==> src/rtl/div_unit.sv <==
// div_unit: multi-cycle radix-2 restoring divider for MIPS DIV/DIVU.
// Produces {remainder, quotient} for the HI/LO write path. A nonzero divisor
// gives ready WIDTH+1 cycles after acceptance; a zero divisor gives ready
// after 2 cycles with a zero result.
module div_unit #(
    parameter int WIDTH = 32,
    parameter int CNT_W = 6
) (
    input  logic               clk,
    input  logic               rst,
    input  logic [WIDTH-1:0]   a,
    input  logic [WIDTH-1:0]   b,
    input  logic               signed_div,
    input  logic               start,
    input  logic               annul,
    output logic [2*WIDTH-1:0] result,
    output logic               ready,
    output logic               stall
);

    typedef enum logic [1:0] {
        IDLE    = 2'd0,
        DIVZERO = 2'd1,
        BUSY    = 2'd2,
        DONE    = 2'd3
    } state_t;

    state_t             state_reg, state_next;
    logic [CNT_W-1:0]   cnt_reg;
    logic [WIDTH-1:0]   rem_reg;    // partial remainder
    logic [WIDTH-1:0]   quo_reg;    // dividend bits shift out, quotient bits shift in
    logic [WIDTH-1:0]   dvs_reg;    // divisor magnitude
    logic               neg_q_reg;  // quotient must be negated at the end
    logic               neg_r_reg;  // remainder takes the dividend's sign
    logic [2*WIDTH-1:0] result_reg;

    logic               accept;
    logic               a_neg, b_neg;
    logic [WIDTH-1:0]   a_abs, b_abs;
    logic [WIDTH:0]     rem_shift, diff;
    logic [WIDTH-1:0]   rem_next, quo_next, q_fix, r_fix;

    // Operand magnitudes; only signed divisions look at the sign bits.
    assign a_neg  = signed_div & a[WIDTH-1];
    assign b_neg  = signed_div & b[WIDTH-1];
    assign a_abs  = a_neg ? -a : a;
    assign b_abs  = b_neg ? -b : b;
    assign accept = (state_reg == IDLE) & start & ~annul;

    // One restoring step: shift {rem, dividend} left, trial-subtract with one
    // extra bit so the borrow shows up as the MSB of the difference.
    assign rem_shift = {rem_reg, quo_reg[WIDTH-1]};
    assign diff      = rem_shift - {1'b0, dvs_reg};
    assign rem_next  = diff[WIDTH] ? rem_shift[WIDTH-1:0] : diff[WIDTH-1:0];
    assign quo_next  = {quo_reg[WIDTH-2:0], ~diff[WIDTH]};

    // Sign correction applied to the final step's outputs; negation wraps, so
    // the most negative value divided by -1 returns itself.
    assign q_fix = neg_q_reg ? -quo_next : quo_next;
    assign r_fix = neg_r_reg ? -rem_next : rem_next;

    assign result = result_reg;
    assign ready  = (state_reg == DONE);
    assign stall  = start & ~ready;

    // State register.
    always_ff @(posedge clk) begin
        if (rst) begin
            state_reg <= IDLE;
        end else begin
            state_reg <= state_next;
        end
    end

    // Next-state logic; annul drops an in-flight division without a ready pulse.
    always_comb begin
        state_next = state_reg;
        case (state_reg)
            IDLE: begin
                if (accept) begin
                    state_next = (b == '0) ? DIVZERO : BUSY;
                end
            end
            DIVZERO: begin
                state_next = annul ? IDLE : DONE;
            end
            BUSY: begin
                if (annul) begin
                    state_next = IDLE;
                end else if (cnt_reg == CNT_W'(WIDTH - 1)) begin
                    state_next = DONE;
                end
            end
            DONE: begin
                state_next = IDLE;
            end
            default: begin
                state_next = IDLE;
            end
        endcase
    end

    // Datapath: capture operands on acceptance, iterate in BUSY, and register
    // the corrected result only on the edge that enters DONE.
    always_ff @(posedge clk) begin
        if (rst) begin
            cnt_reg    <= '0;
            rem_reg    <= '0;
            quo_reg    <= '0;
            dvs_reg    <= '0;
            neg_q_reg  <= 1'b0;
            neg_r_reg  <= 1'b0;
            result_reg <= '0;
        end else begin
            if (accept) begin
                neg_q_reg <= a_neg ^ b_neg;
                neg_r_reg <= a_neg;
                rem_reg   <= '0;
                quo_reg   <= a_abs;
                dvs_reg   <= b_abs;
                cnt_reg   <= '0;
            end else if (state_reg == BUSY) begin
                rem_reg <= rem_next;
                quo_reg <= quo_next;
                cnt_reg <= cnt_reg + 1'b1;
            end

            if (state_reg == BUSY && state_next == DONE) begin
                result_reg <= {r_fix, q_fix};
            end else if (state_reg == DIVZERO && state_next == DONE) begin
                result_reg <= '0;
            end
        end
    end

endmodule

==> config.mk <==
export PLATFORM = sky130hd
export DESIGN_NAME = div_unit
export DESIGN_NICKNAME = d
export VERILOG_FILES = /design/src/rtl/div_unit.sv
export SDC_FILE = /design/constraint.sdc
export NUM_CORES = 1
export LEC_CHECK = 0
export ABC_AREA = 0
export CAP_MARGIN = 20
export CORE_MARGIN = 2
export CORE_UTILIZATION = 50
export CTS_CLUSTER_SIZE = 16
export DETAILED_ROUTE_END_ITERATION = 12
export PLACE_DENSITY = 0.81
export REMOVE_ABC_BUFFERS = 1
export SYNTH_ARGS = -nofsm -noshare
export SYNTH_HDL_FRONTEND = slang
export SYNTH_SLANG_ARGS = --single-unit
export TNS_END_PERCENT = 1
==> constraint.sdc <==
create_clock -name clk -period 6.7 [get_ports clk]
set_input_delay 1.34 -clock clk [delete_from_list [all_inputs] [get_ports clk]]
set_output_delay 1.34 -clock clk [all_outputs]
set_load 0.1 [all_outputs]
; Word level (Yosys, flattened, before mapping)
; Index checks and enable logic that the tools add are counted.
[word_totals]
output_inout_bits = 66
reg_bits = 170
elab_cells = 50
inputBits = 69
[op_classes]
bitwise = 9
n_reduce_logical = 7
eq_ne = 5
add_sub_neg = 6
muxes = 15
[op_table]
columns = op, n
row1 = 32-bit two-way mux, 7
row2 = 64-bit two-way mux, 2
row3 = 32-bit negation, 4
row4 = 33-bit by 32-bit subtractor with 33-bit output, 1
row5 = 32-bit zero test, 1
row6 = 2-bit two-way mux, 5
row7 = 2-bit case mux with 4 select lines, 1
row8 = "6-bit by 1-bit adder with 6-bit output, second input constant", 1
row9 = "2-bit equality test, second input constant", 3
row10 = "6-bit by 5-bit equality test with 1-bit output, second input constant", 1
row11 = 1-bit AND, 5
row12 = 2-bit nonzero test, 2
row13 = 1-bit inverter, 3
row14 = "2-bit by 1-bit equality test with 1-bit output, second input constant", 1
row15 = 1-bit logical AND, 2
row16 = 2-bit zero test, 1
row17 = 2-bit OR reduction, 1
row18 = 1-bit XOR, 1

; Longest topological paths before layout
; Gate-level depths: netlist of the first run.
[depth]
ltp_word = 9
depth_mapped = 21

; Worst setup path after synthesis of the first run
; Ideal clock, no wire load.
[synth_path]
path_type = flip-flop to flip-flop
start = reg quo_reg[31]
end = reg result_reg[62], in the netlist result[62]
t_arrival_ps = 4629
stages_incl_launch_ff = 22
t_required_ps = 6572
n_path_buf = 3
setup_ps = 128
path_slack_ps = 1943
path_cell_list = dfxtp_1 -> inv_1 -> ha_1 -> fa_1 -> nand2b_1 -> a211oi_2 -> o21ai_2 -> o211ai_2 -> a41oi_1 -> xnor2_2 -> inv_2 -> buf_2 -> buf_1 -> buf_1 -> nor2_1 -> a21oi_1 -> ha_1 -> o2111ai_1 -> or3_1 -> o41ai_1 -> xnor2_1 -> o21ai_0
[synth_between]
elab_chain_cells = 5
[synth_rtl]
columns = element, line_no
row1 = start: declaration, 31  ; logic [WIDTH-1:0] quo_reg;
row2 = start signal: assignment, 119  ; quo_reg <= a_abs;
row3 = start signal: assignment, 124  ; quo_reg <= quo_next;
row4 = 33-bit by 32-bit subtractor with 33-bit output, 53  ; assign diff = rem_shift - {1'b0, dvs_reg};
row5 = 32-bit two-way mux *, 54  ; assign rem_next = diff[WIDTH] ? rem_shift[WIDTH-1:0] : diff[WIDTH-1:0];
row6 = 32-bit negation, 60  ; assign r_fix = neg_r_reg ? -rem_next : rem_next;
row7 = 32-bit two-way mux *, 60
row8 = 64-bit two-way mux *, 128  ; if (state_reg == BUSY && state_next == DONE) begin
row9 = end signal: assignment, 129  ; result_reg <= {r_fix, q_fix};
row10 = end: declaration, 35  ; logic [2*WIDTH-1:0] result_reg;
; Every way passes the cells marked *; elsewhere a longest branch is shown, timed or not.
; A chain may end at the register's enable or synchronous reset.

; Worst setup path after layout of the first run
; Same ends and word-level chain as after synthesis.

==> flow_summary.toml, run 1 <==
[routing]
dr_total_vias = 11046
wire_per_inst_um = 17.9
antenna_left = 0
drc = 0
drt-initial-drc-count = 933
via_per_inst = 6.10
drtPass1Iterations = 6
drt_wl_total_mm = 32.4

[placed_design]
hpwlAfterDp_mm = 23.2
io_buffer_count = 134
gp_congestion = 0.913
dp_cells = 1779
dpl_worst_slack_ns = 1.54
post_dp_cell_area_sq_um = 12500

[power]
power.total_w = 0.00316
peakVddDrop_v = 0.000150
powerDensity_nw_per_um2 = 240
leakage_nw = 4.73

[setup_path]
critical-path-max-stage-delay_ns = 0.64
crit_path_frequent_cell = "ha_1"
crit_type = "reg -> reg"
reg2reg_slack_ns = 1.41
end_kind = "flop"
critPathLaunch = "quo_reg[31]"
cp_cell_sequence = "inv_1 > ha_1 > fa_1 > nand2b_1 > a211oi_2 > o21ai_2 > o211ai_2 > a41oi_1 > xnor2_4 > inv_2 > nor2_1 > a21oi_1 > ha_1 > o2111ai_1 > or3_1 > o41ai_1 > xnor2_1 > o21ai_0"
critPathMaxFanout = 51
worstPathArrival_ns = 5.57
cp.required_ns = 6.98
regToRegStartpoint = "quo_reg[31]"
start_kind = "flop"
crit_slowest_cell = "inv_2"

[clock_network]
postCtsHoldBufs = 0
cts_root_buf = "clkbuf_16"
clkTransAtPathRegs_ns = 0.07
htreeDepth = 4
clock_latency_ns = 0.44
cts_made_buffers = 17
cts_resized = 0
clock_sinks = 170
postCtsSetupBuffers = 0
clk_path_buf_depth = 2
cts_tree = "built"

[layout]
fin_area_sq_um = 13100
final_cell_mix = "dfxtp_1, nor2_1, nand2_1, a21oi_1, clkdlybuf4s50_1"
mostFrequentLayoutCell = "dfxtp_1"
fin_cells = 1812
drive_above_1_share = 0.0450
fillers = 1998
n_antenna_cell = 0
finalNetCount = 1626
largest_register_ffs = 64
area_growth_pct = 19.1

[floorplanning]
fp-row-count = 54
die-area_sq_um = 23300
die_width_um = 153
floorplan.core_area_sq_um = 21800
ios = 135
die_h_um = 153
initial_core_util = 0.507

[sta]
finalSetupViolations = 0
worst_pin_slew_ns = 1.03
fmax_mhz = 189
rsz0062_at_grt = "no"
relSlewSlack = 0.315
fin_crit_sh = 0.789
slew_violations = 0
hold_viol_final = 0
min_period_ns = 5.29
finClkSkew_ns = 0.0116
setup_slack_ns = 1.41

[yosys]
synth_top_cell_by_area = "dfxtp_1"
syn_inst = 1441
yosysWarnings = 0
synthTopCellsByArea = "dfxtp_1, xnor2_1, a21oi_1, nor2_1, nand2_1"
yosysUniqueCellTypes = 68
yosys.area.top_type_share = 0.308
async_reset_ff_frac = 0
netlist_area_sq_um = 11000
synth_edf_count = 0
synthFlopType = "dfxtp_1"
ys_ff_latch = 170
syn_area_per_cell_sq_um = 7.66
seq_area_frac_synth = 0.308

[global_routing]
grt_usage = 0.273
gr-total-overflow = 0
antenna_found_initial = 0
grt_pass1_wl_mm = 53.0
grt_pass1_vias = 10376
grt_max_degree = 97

[outcome]
run_status = "finished, final reports clean"

[worst_hold_path]
hold_class = "reg -> reg"
hp-start = "result[55]"

[flow_run]
maxCapViolations = 0
## critical path: cells and delay by family (launching register included)
family | cells | cell delay, ns
buffers and inverters | 2 | 0.72
xor gates and xnor gates | 2 | 0.37
and+or+nand+nor | 3 | 0.72
AOI/OAI and AO/OA | 8 | 1.92
DFF | 1 | 0.36
adders and majority gates | 3 | 1.03
## worst paths after layout
path / endpoint / cells after the start
max: result[62] / 18
min: result[55] / 2
max reg2reg: result[62] / 18
min reg2reg: result[55] / 2
## power breakdown
group | switching, W | total, W | internal, W
Clock | 0.000479 | 0.00101 | 0.000534
Combinational | 0.000654 | 0.00106 | 0.000402
Sequential | 0.0000418 | 0.00109 | 0.00104
Total | 0.00118 | 0.00316 | 0.00198
## synth_stat cells (28+ instances only)
cell type,number
clkbuf_1,68
dfxtp_1,170
nor3_1,37
nor2_1,170
a211oi_1,62
xor2_1,57
xnor2_1,84
o21ai_0,77
a22oi_1,54
mux2i_1,28
ha_1,37
inv_1,51
nand2_1,142
a21oi_1,135
## logic make-up after synthesis
logic type	count (synthesis)	synth area share
AND/OR/NAND/NOR	481	0.200
AO/OA/AOI/OAI	440	0.258
flip-flops	170	0.308
XOR/XNOR	142	0.113
buffers and inverters	138	0.0476
adder cells (fa/ha/maj)	38	0.0437
multiplexers	32	0.0295
## cell type report
class / instances / area, sq um / area share
Inverter: 52 / 195 / 0.0149
Multi-Input combinational cell: 1133 / 7150 / 0.544
Clock buffer: 17 / 425 / 0.0324
Sequential cell: 170 / 3400 / 0.259
Tap cell: 280 / 350 / 0.0267
Timing Repair Buffer: 145 / 1450 / 0.110
Clock inverter: 15 / 174 / 0.0132
## per-layer routing
metal,track usage,share of wire,vias up
met1,0.360,0.43,5168
met2,0.456,0.48,454
met4,0.0974,0.026,0
li1,-,-,5374
met5,0,0,-
met3,0.0398,0.067,50
## stage by stage
stage / hold WS, ns / util / TNS [ns]
2_1_floorplan: 0.434 / - / -216.97
3_5_place_dp: 0.442 / 0.575 / 0
3_3_place_gp: 0.435 / 0.575 / 0
4_1_cts: 0.458 / 0.603 / 0
6_report: 0.454 / 0.604 / 0
5_1_grt: 0.485 / 0.604 / 0
No activity file was read; power rests on OpenSTA's default activity.
==> run 2: changes to the inputs <==
PLACE_DENSITY = 0.84   (was 0.81)
clock period = 4.6 ns   (was 6.7 ns; I/O delays follow)
==> run 2 against run 1 <==
Wire length rose by 1.9%. Clock skew rose by 0.0055 ns. Die area did not move. Register-to-register slack got worse by 1.2 ns.
==> flow_summary.toml, run 2 (same netlist as run 1, synthesis figures left out) <==
[sta]
fmax_mhz = 230
slew_violations = 0
finalSetupViolations = 0
min_period_ns = 4.35
fin_crit_sh = 0.946
rsz0062_at_grt = "yes"
relSlewSlack = 0.296
hold_viol_final = 0
finClkSkew_ns = 0.0171
worst_pin_slew_ns = 1.05

[setup_path]
crit_type = "reg -> reg"
cp.required_ns = 4.90
critPathMaxFanout = 10
reg2reg_slack_ns = 0.25
end_kind = "flop"
start_kind = "flop"
worstPathArrival_ns = 4.65

[clock_network]
clkTransAtPathRegs_ns = 0.08
cts_root_buf = "clkbuf_16"
clock_sinks = 170
htreeDepth = 4
cts_tree = "built"
postCtsHoldBufs = 0
clock_latency_ns = 0.45
clk_path_buf_depth = 2
cts_made_buffers = 17

[floorplanning]
die_width_um = 153
ios = 135
fp-row-count = 54
die_h_um = 153
initial_core_util = 0.507
floorplan.core_area_sq_um = 21800
die-area_sq_um = 23300

[layout]
fin_area_sq_um = 13300
drive_above_1_share = 0.0563
largest_register_ffs = 64
fillers = 1896
postLayoutCoreUtil = 0.612
final_cell_mix = "dfxtp_1, nor2_1, nand2_1, a21oi_1, clkdlybuf4s50_1"
area_growth_pct = 20.6
mostFrequentLayoutCell = "dfxtp_1"
finalNetCount = 1639

[placed_design]
gp_congestion = 0.950
post_dp_cell_area_sq_um = 12600
io_buffer_count = 134
hpwlAfterDp_mm = 23.6

[global_routing]
grt_pass1_vias = 10373
met1_usage = 0.359
grt_usage = 0.273
met2_usage = 0.452
grt_max_degree = 98
gr-total-overflow = 0
grt_pass1_wl_mm = 52.6
grtUsageMet3 = 0.0367
antenna_found_initial = 1
grt-busiest-layer = "met2"

[power]
leakage_nw = 4.81
peakVddDrop_v = 0.000200
powerDensity_nw_per_um2 = 354

[routing]
drt_wl_total_mm = 33.0
dr_total_vias = 11127
wire_per_inst_um = 18.1
drc = 0
drt-initial-drc-count = 940
drtPass1Iterations = 7
antenna_left = 0
via_per_inst = 6.09

[flow_run]
maxCapViolations = 0

[outcome]
run_status = "finished, final reports clean"

[worst_hold_path]
hold_class = "reg -> reg"
[run 2: changes by cell type in the layout (fill, tap and decap cells not counted), moves of 2 or more]
cell	delta
buf_4	+12
buf_12	+2
clkinv_8	+4
clkinv_4	-3
[run 2: path summary, 6_finish.rpt]
check               from          to  cells after the start
max reg2reg  quo_reg[31]  result[62]                     18
max          quo_reg[31]  result[62]                     18
min           result[51]  result[51]                      2
min reg2reg   result[51]  result[51]                      2
[run 2: final cells by class]
type	instances	area [sq um]	share of cell area
diodes	1	2.50	0.000188
clock buffers	17	425	0.0320
clock inverters	15	201	0.0151
inverters	52	198	0.0148
multi-input cells	1133	7170	0.538
flip-flops and latches	170	3400	0.256
well taps	280	350	0.0263
repair buffers	158	1570	0.118
[run 2: what timing repair did]
| item | CTS | global route |
|---|---|---|
| resized for setup | 0 | 5 |
| setup endpoints to repair | 0 | 9 |
| buffers inserted | 0 | 0 |
[run 2: worst max-delay path, stage by stage, from the launching register on]
cell	delay, ns
dfxtp_1	0.37
inv_1	0.07
ha_1	0.23
fa_1	0.42
nand2b_1	0.19
a211oi_2	0.25
o21ai_2	0.13
o211ai_2	0.25
a41oi_2	0.23
xnor2_4	0.20
inv_4	0.15
nor2_1	0.07
a21oi_1	0.24
ha_1	0.23
o2111ai_1	0.21
or3_1	0.45
o41ai_2	0.24
xnor2_1	0.16
o21ai_0	0.09
[run 2: report_power, final]
group | leakage [nW] | internal (W) | total, W | switching (W)
Clock | 0.305 | 0.000790 | 0.00152 | 0.000730
Combinational | 3.13 | 0.000631 | 0.00162 | 0.000985
Sequential | 1.38 | 0.00152 | 0.00158 | 0.0000609
Total | 4.81 | 0.00294 | 0.00472 | 0.00178
[run 2: through the flow]
step	std cells	setup WS (ns)	power, W	setup TNS (ns)	hold WS (ns)
after floorplan	1355	-6.45	0.00270	-419.91	0.434
after global placement	1792	0.296	0.00315	0	0.437
after detailed placement	1792	0.130	0.00317	0	0.443
after CTS	1824	0.100	0.00467	0	0.460
after global routing	1826	-0.00322	0.00492	-0.00322	0.501
final	1826	0.250	0.00472	0	0.454
[run 2: metal layers]
layer / share of wire / vias up
met3: 0.066 / 70
met5: 0 / -
met1: 0.43 / 5211
met4: 0.035 / 0
met2: 0.47 / 437
li1: - / 5409
